==> config.mk <==
export PLATFORM = sky130hd
export DESIGN_NAME = cpu_param
export DESIGN_NICKNAME = d
export VERILOG_FILES = /design/src/rtl/cpu_param.sv
export SDC_FILE = /design/constraint.sdc
export NUM_CORES = 1
export LEC_CHECK = 0
export BUFFER_PORTS_ARGS = -buffer_cell sky130_fd_sc_hd__buf_2
export CAP_MARGIN = 15
export CORE_MARGIN = 5
export CORE_UTILIZATION = 38
export CTS_CLUSTER_SIZE = 12
export DETAILED_ROUTE_END_ITERATION = 10
export PLACE_DENSITY = 0.61
export SYNTH_ARGS = -nofsm -noshare
export SYNTH_HDL_FRONTEND = slang
export SYNTH_SLANG_ARGS = --single-unit
export TNS_END_PERCENT = 1
==> constraint.sdc <==
create_clock -name clk -period 8.9 [get_ports clk]
set_input_delay 1.78 -clock clk [delete_from_list [all_inputs] [get_ports clk]]
set_output_delay 1.78 -clock clk [all_outputs]
set_load 0.05 [all_outputs]
==> src/rtl/cpu_param.sv <==
// Two-register accumulator CPU with loadable program memory, zero/carry flags
// and an IDLE/RUN/HALTED sequencer. One instruction retires per RUN cycle.
//
// state  | meaning
// IDLE   | after reset, program memory writable, waiting for start
// RUN    | fetching and executing one instruction per cycle
// HALTED | HALT executed, program memory writable, start re-runs from 0
module cpu_param #(
    parameter int DATA_W = 8,
    parameter int ADDR_W = 4
) (
    input  logic              clk,
    input  logic              reset,
    input  logic              start,
    input  logic              prog_we,
    input  logic [ADDR_W-1:0] prog_addr,
    input  logic [DATA_W+3:0] prog_data,
    output logic [DATA_W-1:0] data_out,
    output logic              out_valid,
    output logic              busy,
    output logic              halted,
    output logic [ADDR_W-1:0] pc_out
);
    localparam int DEPTH = 1 << ADDR_W;

    typedef enum logic [1:0] {IDLE, RUN, HALTED} state_t;

    typedef enum logic [3:0] {
        OP_NOP, OP_LDA, OP_LDB, OP_ADD, OP_SUB, OP_AND, OP_OR, OP_XOR,
        OP_NOT, OP_SHL, OP_SHR, OP_JMP, OP_JZ, OP_JC, OP_OUT, OP_HALT
    } opcode_t;

    state_t            state, state_nxt;
    logic [ADDR_W-1:0] pc, pc_nxt, pc_inc;
    logic [DATA_W-1:0] a, a_nxt, b, b_nxt;
    logic              zero, zero_nxt, carry, carry_nxt;
    logic              out_ld, upd_zero;
    logic [DATA_W+3:0] mem [DEPTH];
    logic [DATA_W+3:0] instr;
    opcode_t           opcode;
    logic [DATA_W-1:0] imm;

    assign instr  = mem[pc];
    assign opcode = opcode_t'(instr[DATA_W+3:DATA_W]);
    assign imm    = instr[DATA_W-1:0];
    assign pc_inc = pc + ADDR_W'(1);

    // Program memory has no reset so a loaded program survives a mid-run reset.
    always_ff @(posedge clk) begin
        if (prog_we && state != RUN)
            mem[prog_addr] <= prog_data;
    end

    always_comb begin
        state_nxt = state;
        pc_nxt    = pc;
        a_nxt     = a;
        b_nxt     = b;
        zero_nxt  = zero;
        carry_nxt = carry;
        out_ld    = 1'b0;
        upd_zero  = 1'b0;
        case (state)
            IDLE, HALTED: begin
                if (start) begin
                    state_nxt = RUN;
                    pc_nxt    = '0;
                    zero_nxt  = 1'b0;
                    carry_nxt = 1'b0;
                end
            end
            RUN: begin
                pc_nxt = pc_inc;
                case (opcode)
                    OP_NOP: ;
                    OP_LDA: begin a_nxt = imm; upd_zero = 1'b1; end
                    OP_LDB: b_nxt = imm;
                    OP_ADD: begin {carry_nxt, a_nxt} = {1'b0, a} + {1'b0, b}; upd_zero = 1'b1; end
                    OP_SUB: begin a_nxt = a - b; carry_nxt = (a < b); upd_zero = 1'b1; end
                    OP_AND: begin a_nxt = a & b; upd_zero = 1'b1; end
                    OP_OR:  begin a_nxt = a | b; upd_zero = 1'b1; end
                    OP_XOR: begin a_nxt = a ^ b; upd_zero = 1'b1; end
                    OP_NOT: begin a_nxt = ~a; upd_zero = 1'b1; end
                    OP_SHL: begin carry_nxt = a[DATA_W-1]; a_nxt = a << 1; upd_zero = 1'b1; end
                    OP_SHR: begin carry_nxt = a[0]; a_nxt = a >> 1; upd_zero = 1'b1; end
                    OP_JMP: pc_nxt = imm[ADDR_W-1:0];
                    OP_JZ:  if (zero)  pc_nxt = imm[ADDR_W-1:0];
                    OP_JC:  if (carry) pc_nxt = imm[ADDR_W-1:0];
                    OP_OUT: out_ld = 1'b1;
                    OP_HALT: begin pc_nxt = pc; state_nxt = HALTED; end
                    default: ;
                endcase
                if (upd_zero)
                    zero_nxt = (a_nxt == '0);
            end
            default: state_nxt = IDLE;
        endcase
    end

    always_ff @(posedge clk or posedge reset) begin
        if (reset) begin
            state     <= IDLE;
            pc        <= '0;
            a         <= '0;
            b         <= '0;
            zero      <= 1'b0;
            carry     <= 1'b0;
            data_out  <= '0;
            out_valid <= 1'b0;
        end else begin
            state     <= state_nxt;
            pc        <= pc_nxt;
            a         <= a_nxt;
            b         <= b_nxt;
            zero      <= zero_nxt;
            carry     <= carry_nxt;
            out_valid <= out_ld;
            if (out_ld)
                data_out <= a;
        end
    end

    assign busy   = (state == RUN);
    assign halted = (state == HALTED);
    assign pc_out = pc;
endmodule

==> results of run 1 <==
-- placed cells by master, fill, tap and decap left out, types with 6 or more instances in the layout --
master | netlist | routed
edfxtp_1 | 192 | 192
nor2_1 | 44 | 43
mux4_2 | 39 | 39
buf_2 | 14 | 34
dfrtp_1 | 33 | 31
inv_1 | 25 | 25
a21oi_1 | 25 | 25
ha_1 | 25 | 25
clkbuf_16 | 0 | 25
nand2_1 | 24 | 24
o21ai_0 | 23 | 23
buf_4 | 2 | 20
mux2_2 | 18 | 18
a22oi_1 | 15 | 15
mux2i_1 | 15 | 14
nand3_1 | 14 | 14
nor3_1 | 17 | 13
mux4_1 | 9 | 9
nand2b_1 | 6 | 6
a21o_1 | 6 | 6
nand4_1 | 6 | 6
-- worst max-delay path: stages (launching register included) --
cell	delay, ps
dfrtp_2	470
buf_4	590
mux4_2	600
mux2_4	300
mux2i_4	640
mux2i_1	320
o221ai_2	140
a2111oi_4	450
o2111ai_1	180
nor3_2	140
o2111ai_1	130
a21oi_1	170
-- report_power, final --
part           switching [mW]  leakage, nW  internal, mW
Sequential             0.0981         2.13          1.24
Clock                   0.411        0.379         0.601
Combinational            1.37         1.60         0.791
Total                    1.88         4.12          2.63
-- flip-flops by register name (all words and copies together), names as in the netlist --
register,cells
mem,192
a,8
b,8
data_out,8
pc_out,4
state,2
carry,1
out_valid,1
zero,1
-- logic make-up (layout without fill, tap and decap cells) --
| logic type | after synthesis | count (layout) |
|---|---|---|
| compound gates | 132 | 132 |
| xor+xnor | 5 | 5 |
| fa+ha+maj | 27 | 27 |
| buf+inv | 58 | 121 |
| flops | 225 | 225 |
| mux | 86 | 86 |
| simple gates | 139 | 139 |
-- worst min-delay path by stage --
stage                       startpoint                       to  slack, ps  cells past startpoint
6_report       data_out[2]$_DFFE_PP0P_  data_out[2]$_DFFE_PP0P_        500                      1
5_1_grt        data_out[4]$_DFFE_PP0P_  data_out[4]$_DFFE_PP0P_        530                      1
4_1_cts        data_out[7]$_DFFE_PP0P_  data_out[7]$_DFFE_PP0P_        510                      1
3_5_place_dp   data_out[7]$_DFFE_PP0P_  data_out[7]$_DFFE_PP0P_        500                      1
3_3_place_gp   data_out[2]$_DFFE_PP0P_  data_out[2]$_DFFE_PP0P_        490                      1
2_1_floorplan         b[5]$_DFFE_PP0P_         b[5]$_DFFE_PP0P_        480                      2
-- synthesized netlist by cell type, types with 4 or more instances --
library cell  count  area (um^2)
dfrtp_1          33          826
buf_1             4         15.0
a21oi_1          25          125
o21ai_0          23          115
mux2_2           18          203
a21o_1            6         45.0
edfxtp_1        192         5770
mux4_1            9          236
nand3_1          14         70.1
a22oi_1          15          113
and2_1            4         25.0
xnor2_1           5         43.8
o2111ai_1         5         43.8
o211ai_1          4         30.0
o22ai_1           4         25.0
nor3_1           17         85.1
clkbuf_1          9         33.8
a221oi_1          4         35.0
ha_1             25          313
mux2i_1          15          150
a22o_1            4         35.0
buf_2            14         70.1
mux4_2           39          878
nor2_1           44          165
nor2b_1           5         31.3
nand2_1          24         90.1
nand2b_1          6         37.5
inv_1            25         93.8
nand4_1           6         37.5
-- per-stage QoR --
stage	worst slack [ps]	cells
after CTS	4670	1076
after detailed placement	4700	1035
final	4640	1076
after global routing	4430	1076
after global placement	4680	1033
after floorplan	5120	672
-- layout make-up --
type | count | area (um^2)
Fill cell | 2378 | 15200
Timing Repair Buffer | 54 | 320
Tap cell | 341 | 427
Multi-Input combinational cell | 389 | 3610
Clock buffer | 30 | 644
Sequential cell | 225 | 6590
Clock inverter | 11 | 145
Inverter | 26 | 97.6
-- layer usage --
| metal | share of wire (%) | up-vias | global-route usage [%] |
|---|---|---|---|
| met2 | 49 | 206 | 28.6 |
| met4 | 3.2 | 0 | 5.26 |
| met3 | 5.3 | 53 | 2.32 |
| met5 | 0 | - | 0 |
| met1 | 42 | 3228 | 23.0 |
| li1 | - | 2774 | - |
==> flow_summary_export.csv, run 1 <==
group,metric,value,unit
logic_synthesis,synth_seq_cells,225,
cells_and_area,antenna_cells,0,
setup_path,cp_max_fo,47,
routing,drcViolationCount,0,
cts,cts_sinks,225,
floorplanning,dieArea,0.0309,mm^2
placement,dp.final_hpwl,16900,um
floorplanning,die_w,176,um
sta,fin_skew,14.5,ps
grt,grt_pass1_vias,6445,
sta,relSlewSlack,37.4,%
placement,post_dp_cell_area,0.0111,mm^2
routing,wl_per_cell,24.6,um
floorplanning,pin_count,35,
cts,numCtsBuffers,25,
logic_synthesis,synth-simple-area-share,6.56,%
routing,via_per_inst,5.82,
setup_path,crit_required,9360,ps
logic_synthesis,synth_area_per_cell,15.5,um^2
sta,tns,0,ps
logic_synthesis,ys.flop_type,"edfxtp_1",
setup_path,cp-start-kind,"flip-flop",
setup_path,ff2ff_path_depth,11,
cells_and_area,drive_gt1_share,23.7,%
setup_path,timing.rr.start,"pc_out[1]$_DFFE_PP0P_",
logic_synthesis,async_flop_share,14.7,%
logic_synthesis,syn_area,0.0104,mm^2
cts,cts-root-buf,"clkbuf_16",
setup_path,setup.worst_path.end,"zero$_DFFE_PP0P_",
routing,wirelength,26400,um
grt,grt_use_total,17.0,%
sta,setup_viol,0,
cells_and_area,areaGrowthSynthToFinish,13.4,%
setup_path,r2r_end,"zero$_DFFE_PP0P_",
run_status,outcome,"complete, no violations",
grt,grt_pass1_wl,40200,um
placement,place.gp.congestion,0.866,
sta,rsz0062_at_grt,"no",
logic_synthesis,synth_nets,719,
logic_synthesis,synth_seq_area_share,63.1,%
cts,hold_buffers,0,
cts,cts-resized-gates,0,
sta,tightest_slew,939,ps
sta,hold_viol,0,
setup_path,cp.arrival,4720,ps
logic_synthesis,synth_xor_area_share,0.419,%
floorplanning,rows,60,
power,p_leak,4.12,nW
cells_and_area,fin_area,0.0118,mm^2
grt,overflow,0,
cts,clock_latency,540,ps
power,ir_drop,0.175,mV
cts,path_clk_slew,60,ps
sta,min_period_over_period,47.8,%
setup_path,crit_type,"flip-flop to flip-flop",
setup_path,worstSetupStartpoint,"pc_out[1]$_DFFE_PP0P_",
logic_synthesis,synth_mux_area_share,14.8,%
sta,max_clock_freq,0.235,GHz
setup_path,cp-end-kind,"flip-flop",
logic_synthesis,syn_inst,672,
routing,dr.first_iter.drc_count,502,
cts,cts_setup_buffers,0,
floorplanning,initial_core_util,38.6,%
sta,period_minus_slack,4260,ps
routing,ant_nets,0,
routing,vias,6261,
routing,dr.pass1.iters,5,
logic_synthesis,synth_top_family_by_area,"multiplexers",
logic_synthesis,ys_types,73,
logic_synthesis,synth_fa_ha_area_share,3.38,%
grt,grt_max_degree,48,
placement,portBuffers,34,
cells_and_area,fin_util,43.8,%
min_path,hold_path.class,"flip-flop to flip-flop",
floorplanning,core_area,0.0270,mm^2
power,total_power,4.51,mW
logic_synthesis,synth_compound_area_share,9.11,%
floorplanning,die_height,176,um
logic_synthesis,synth_warnings,0,
cts,ctsLongestPathBuffers,3,
setup_path,timing.reg2reg.setup_slack,4640,ps
logic_synthesis,synth_edf_count,192,
cts,cts_tree,"done",
power,p_per_area,381,mW/mm^2
job,drv_cap,0,
cts,cts-htree-levels,1,
sta,whs,501,ps
grt,antenna_found_initial,0,
cells_and_area,final_nets,768,
sta,slew_violations,0,
Note: power is estimated with default switching activity, not from simulation.
==> run 2, diff against run 1 <==
==> constraint.sdc (replaced) <==
create_clock -name clk -period 4.25 [get_ports clk]
set_input_delay 0.85 -clock clk [delete_from_list [all_inputs] [get_ports clk]]
set_output_delay 0.85 -clock clk [all_outputs]
set_load 0.05 [all_outputs]
==> flow_summary_export.csv, run 2 (synthesis gave the netlist of run 1 again) <==
group,metric,value,unit
floorplanning,rows,60,
cts,cts_sinks,225,
setup_path,crit_type,"flip-flop to flip-flop",
sta,min_period_over_period,89.0,%
sta,whs,415,ps
sta,fin_skew,10.6,ps
grt,grt_max_degree,34,
routing,via_per_inst,5.81,
min_path,hold_path.class,"input port to async pin",
sta,rsz0062_at_grt,"no",
floorplanning,pin_count,35,
cells_and_area,mostFrequentLayoutCell,"edfxtp_1",
cells_and_area,fill_cells,2386,
sta,max_clock_freq,0.264,GHz
cts,path_clk_slew,60,ps
cts,hold_buffers,0,
cts,cts_setup_buffers,0,
cts,numCtsBuffers,25,
power,ir_drop,0.397,mV
sta,tns,0,ps
grt,grt_pass1_vias,6510,
power,switchingPower,3.91,mW
routing,drcViolationCount,0,
setup_path,cp.arrival,4230,ps
routing,wirelength,26200,um
floorplanning,core_area,0.0270,mm^2
cts,clock_latency,530,ps
cts,cts_tree,"done",
power,p_leak,4.12,nW
floorplanning,die_height,176,um
sta,relSlewSlack,31.6,%
power,swShare,41.9,%
routing,wl_per_cell,24.3,um
cells_and_area,areaGrowthSynthToFinish,13.2,%
sta,tightest_slew,1030,ps
setup_path,cp-end-kind,"flip-flop",
cells_and_area,antenna_cells,0,
grt,overflow,0,
power,p_int,5.42,mW
sta,period_minus_slack,3780,ps
cells_and_area,top_register,"mem",
setup_path,crit_required,4700,ps
cts,cts-htree-levels,1,
setup_path,cp_max_fo,21,
grt,antenna_found_initial,1,
routing,dr.pass1.iters,5,
sta,hold_viol,0,
routing,vias,6252,
placement,place.gp.congestion,0.901,
sta,slew_violations,0,
cts,ctsLongestPathBuffers,3,
job,drv_cap,0,
floorplanning,die_w,176,um
cells_and_area,drive_gt1_share,24.4,%
run_status,outcome,"complete, no violations",
power,p_per_area,789,mW/mm^2
routing,dr.first_iter.drc_count,483,
cells_and_area,final_cell_mix,"edfxtp_1 (192), nor2_1 (43), mux4_2 (39), buf_2 (34), dfrtp_1 (31)",
power,pwr-share-comb,47.6,%
cells_and_area,multi_input_area,0.00362,mm^2
placement,dp.final_hpwl,17400,um
cells_and_area,largest_reg_flops,192,
grt,grt_pass1_wl,40300,um
power,total_power,9.33,mW
grt,grt_use_total,17.0,%
setup_path,cp-start-kind,"flip-flop",
cts,cts-root-buf,"clkbuf_16",
placement,portBuffers,34,
floorplanning,initial_core_util,38.6,%
sta,setup_viol,0,
placement,post_dp_cell_area,0.0111,mm^2
cts,cts-resized-gates,0,
power,p_clk_share,21.1,%
floorplanning,dieArea,0.0309,mm^2
cells_and_area,fin_area,0.0118,mm^2
power,seq_power_share,31.3,%
cells_and_area,seq_area,0.00659,mm^2
cells_and_area,final_nets,771,
routing,ant_nets,0,
run 2: layout make-up:
type / count / share of cell area, %
Multi-Input combinational cell: 389 / 30.7
Tap cell: 341 / 3.61
Clock inverter: 8 / 0.783
Timing Repair Buffer: 57 / 2.90
Sequential cell: 225 / 55.8
Inverter: 26 / 0.825
Clock buffer: 30 / 5.45
run 2: layer usage:
| metal | vias to the layer above | global-route usage [%] | routed length (um) |
|---|---|---|---|
| li1 | 2777 | - | - |
| met3 | 59 | 3.47 | 1750 |
| met4 | 2 | 4.94 | 832 |
| met1 | 3187 | 22.8 | 11100 |
| met2 | 227 | 28.1 | 12500 |
| met5 | - | 0 | 7 |
run 2: path summary, 6_finish.rpt:
| kind | from | end | slack (ps) | cells after the start |
|---|---|---|---|---|
| worst max-delay path | pc_out[2]$_DFFE_PP0P_ | zero$_DFFE_PP0P_ | 470 | 10 |
| max in group asynchronous | reset | pc_out[1]$_DFFE_PP0P_ | 3500 | 3 |
| worst min register to register | data_out[3]$_DFFE_PP0P_ | data_out[3]$_DFFE_PP0P_ | 500 | 1 |
| min in group clk | data_out[3]$_DFFE_PP0P_ | data_out[3]$_DFFE_PP0P_ | 500 | 1 |
| worst max register to register | pc_out[2]$_DFFE_PP0P_ | zero$_DFFE_PP0P_ | 470 | 10 |
| worst min-delay path | reset | b[7]$_DFFE_PP0P_ | 420 | 3 |
run 2: power groups by stage:
stage                     logic, mW  registers (mW)  clock network [mW]
after detailed placement       4.39            2.97                   0
after floorplan                3.17            2.95                   0
after CTS                      4.39            2.93                2.03
final                          4.44            2.92                1.97
after global routing           4.78            2.96                2.12
after global placement         4.39            2.96                   0
run 2: stage by stage:
stage               cells  setup WS (ps)  util, %
floorplan             672            852        -
global placement     1038            522     41.0
detailed placement   1038            495     41.0
CTS                  1076            464     43.7
global route         1076            226     43.7
finish               1076            467     43.7
run 2: worst max-delay path, cell delays in order (launching register included):
cell	delay [ps]
dfrtp_1	960
mux4_1	400
mux2i_1	250
or2_2	200
and2_1	640
nor2_1	200
a2111oi_4	400
o2111ai_1	190
nor3_2	140
o2111ai_1	140
a21oi_1	170
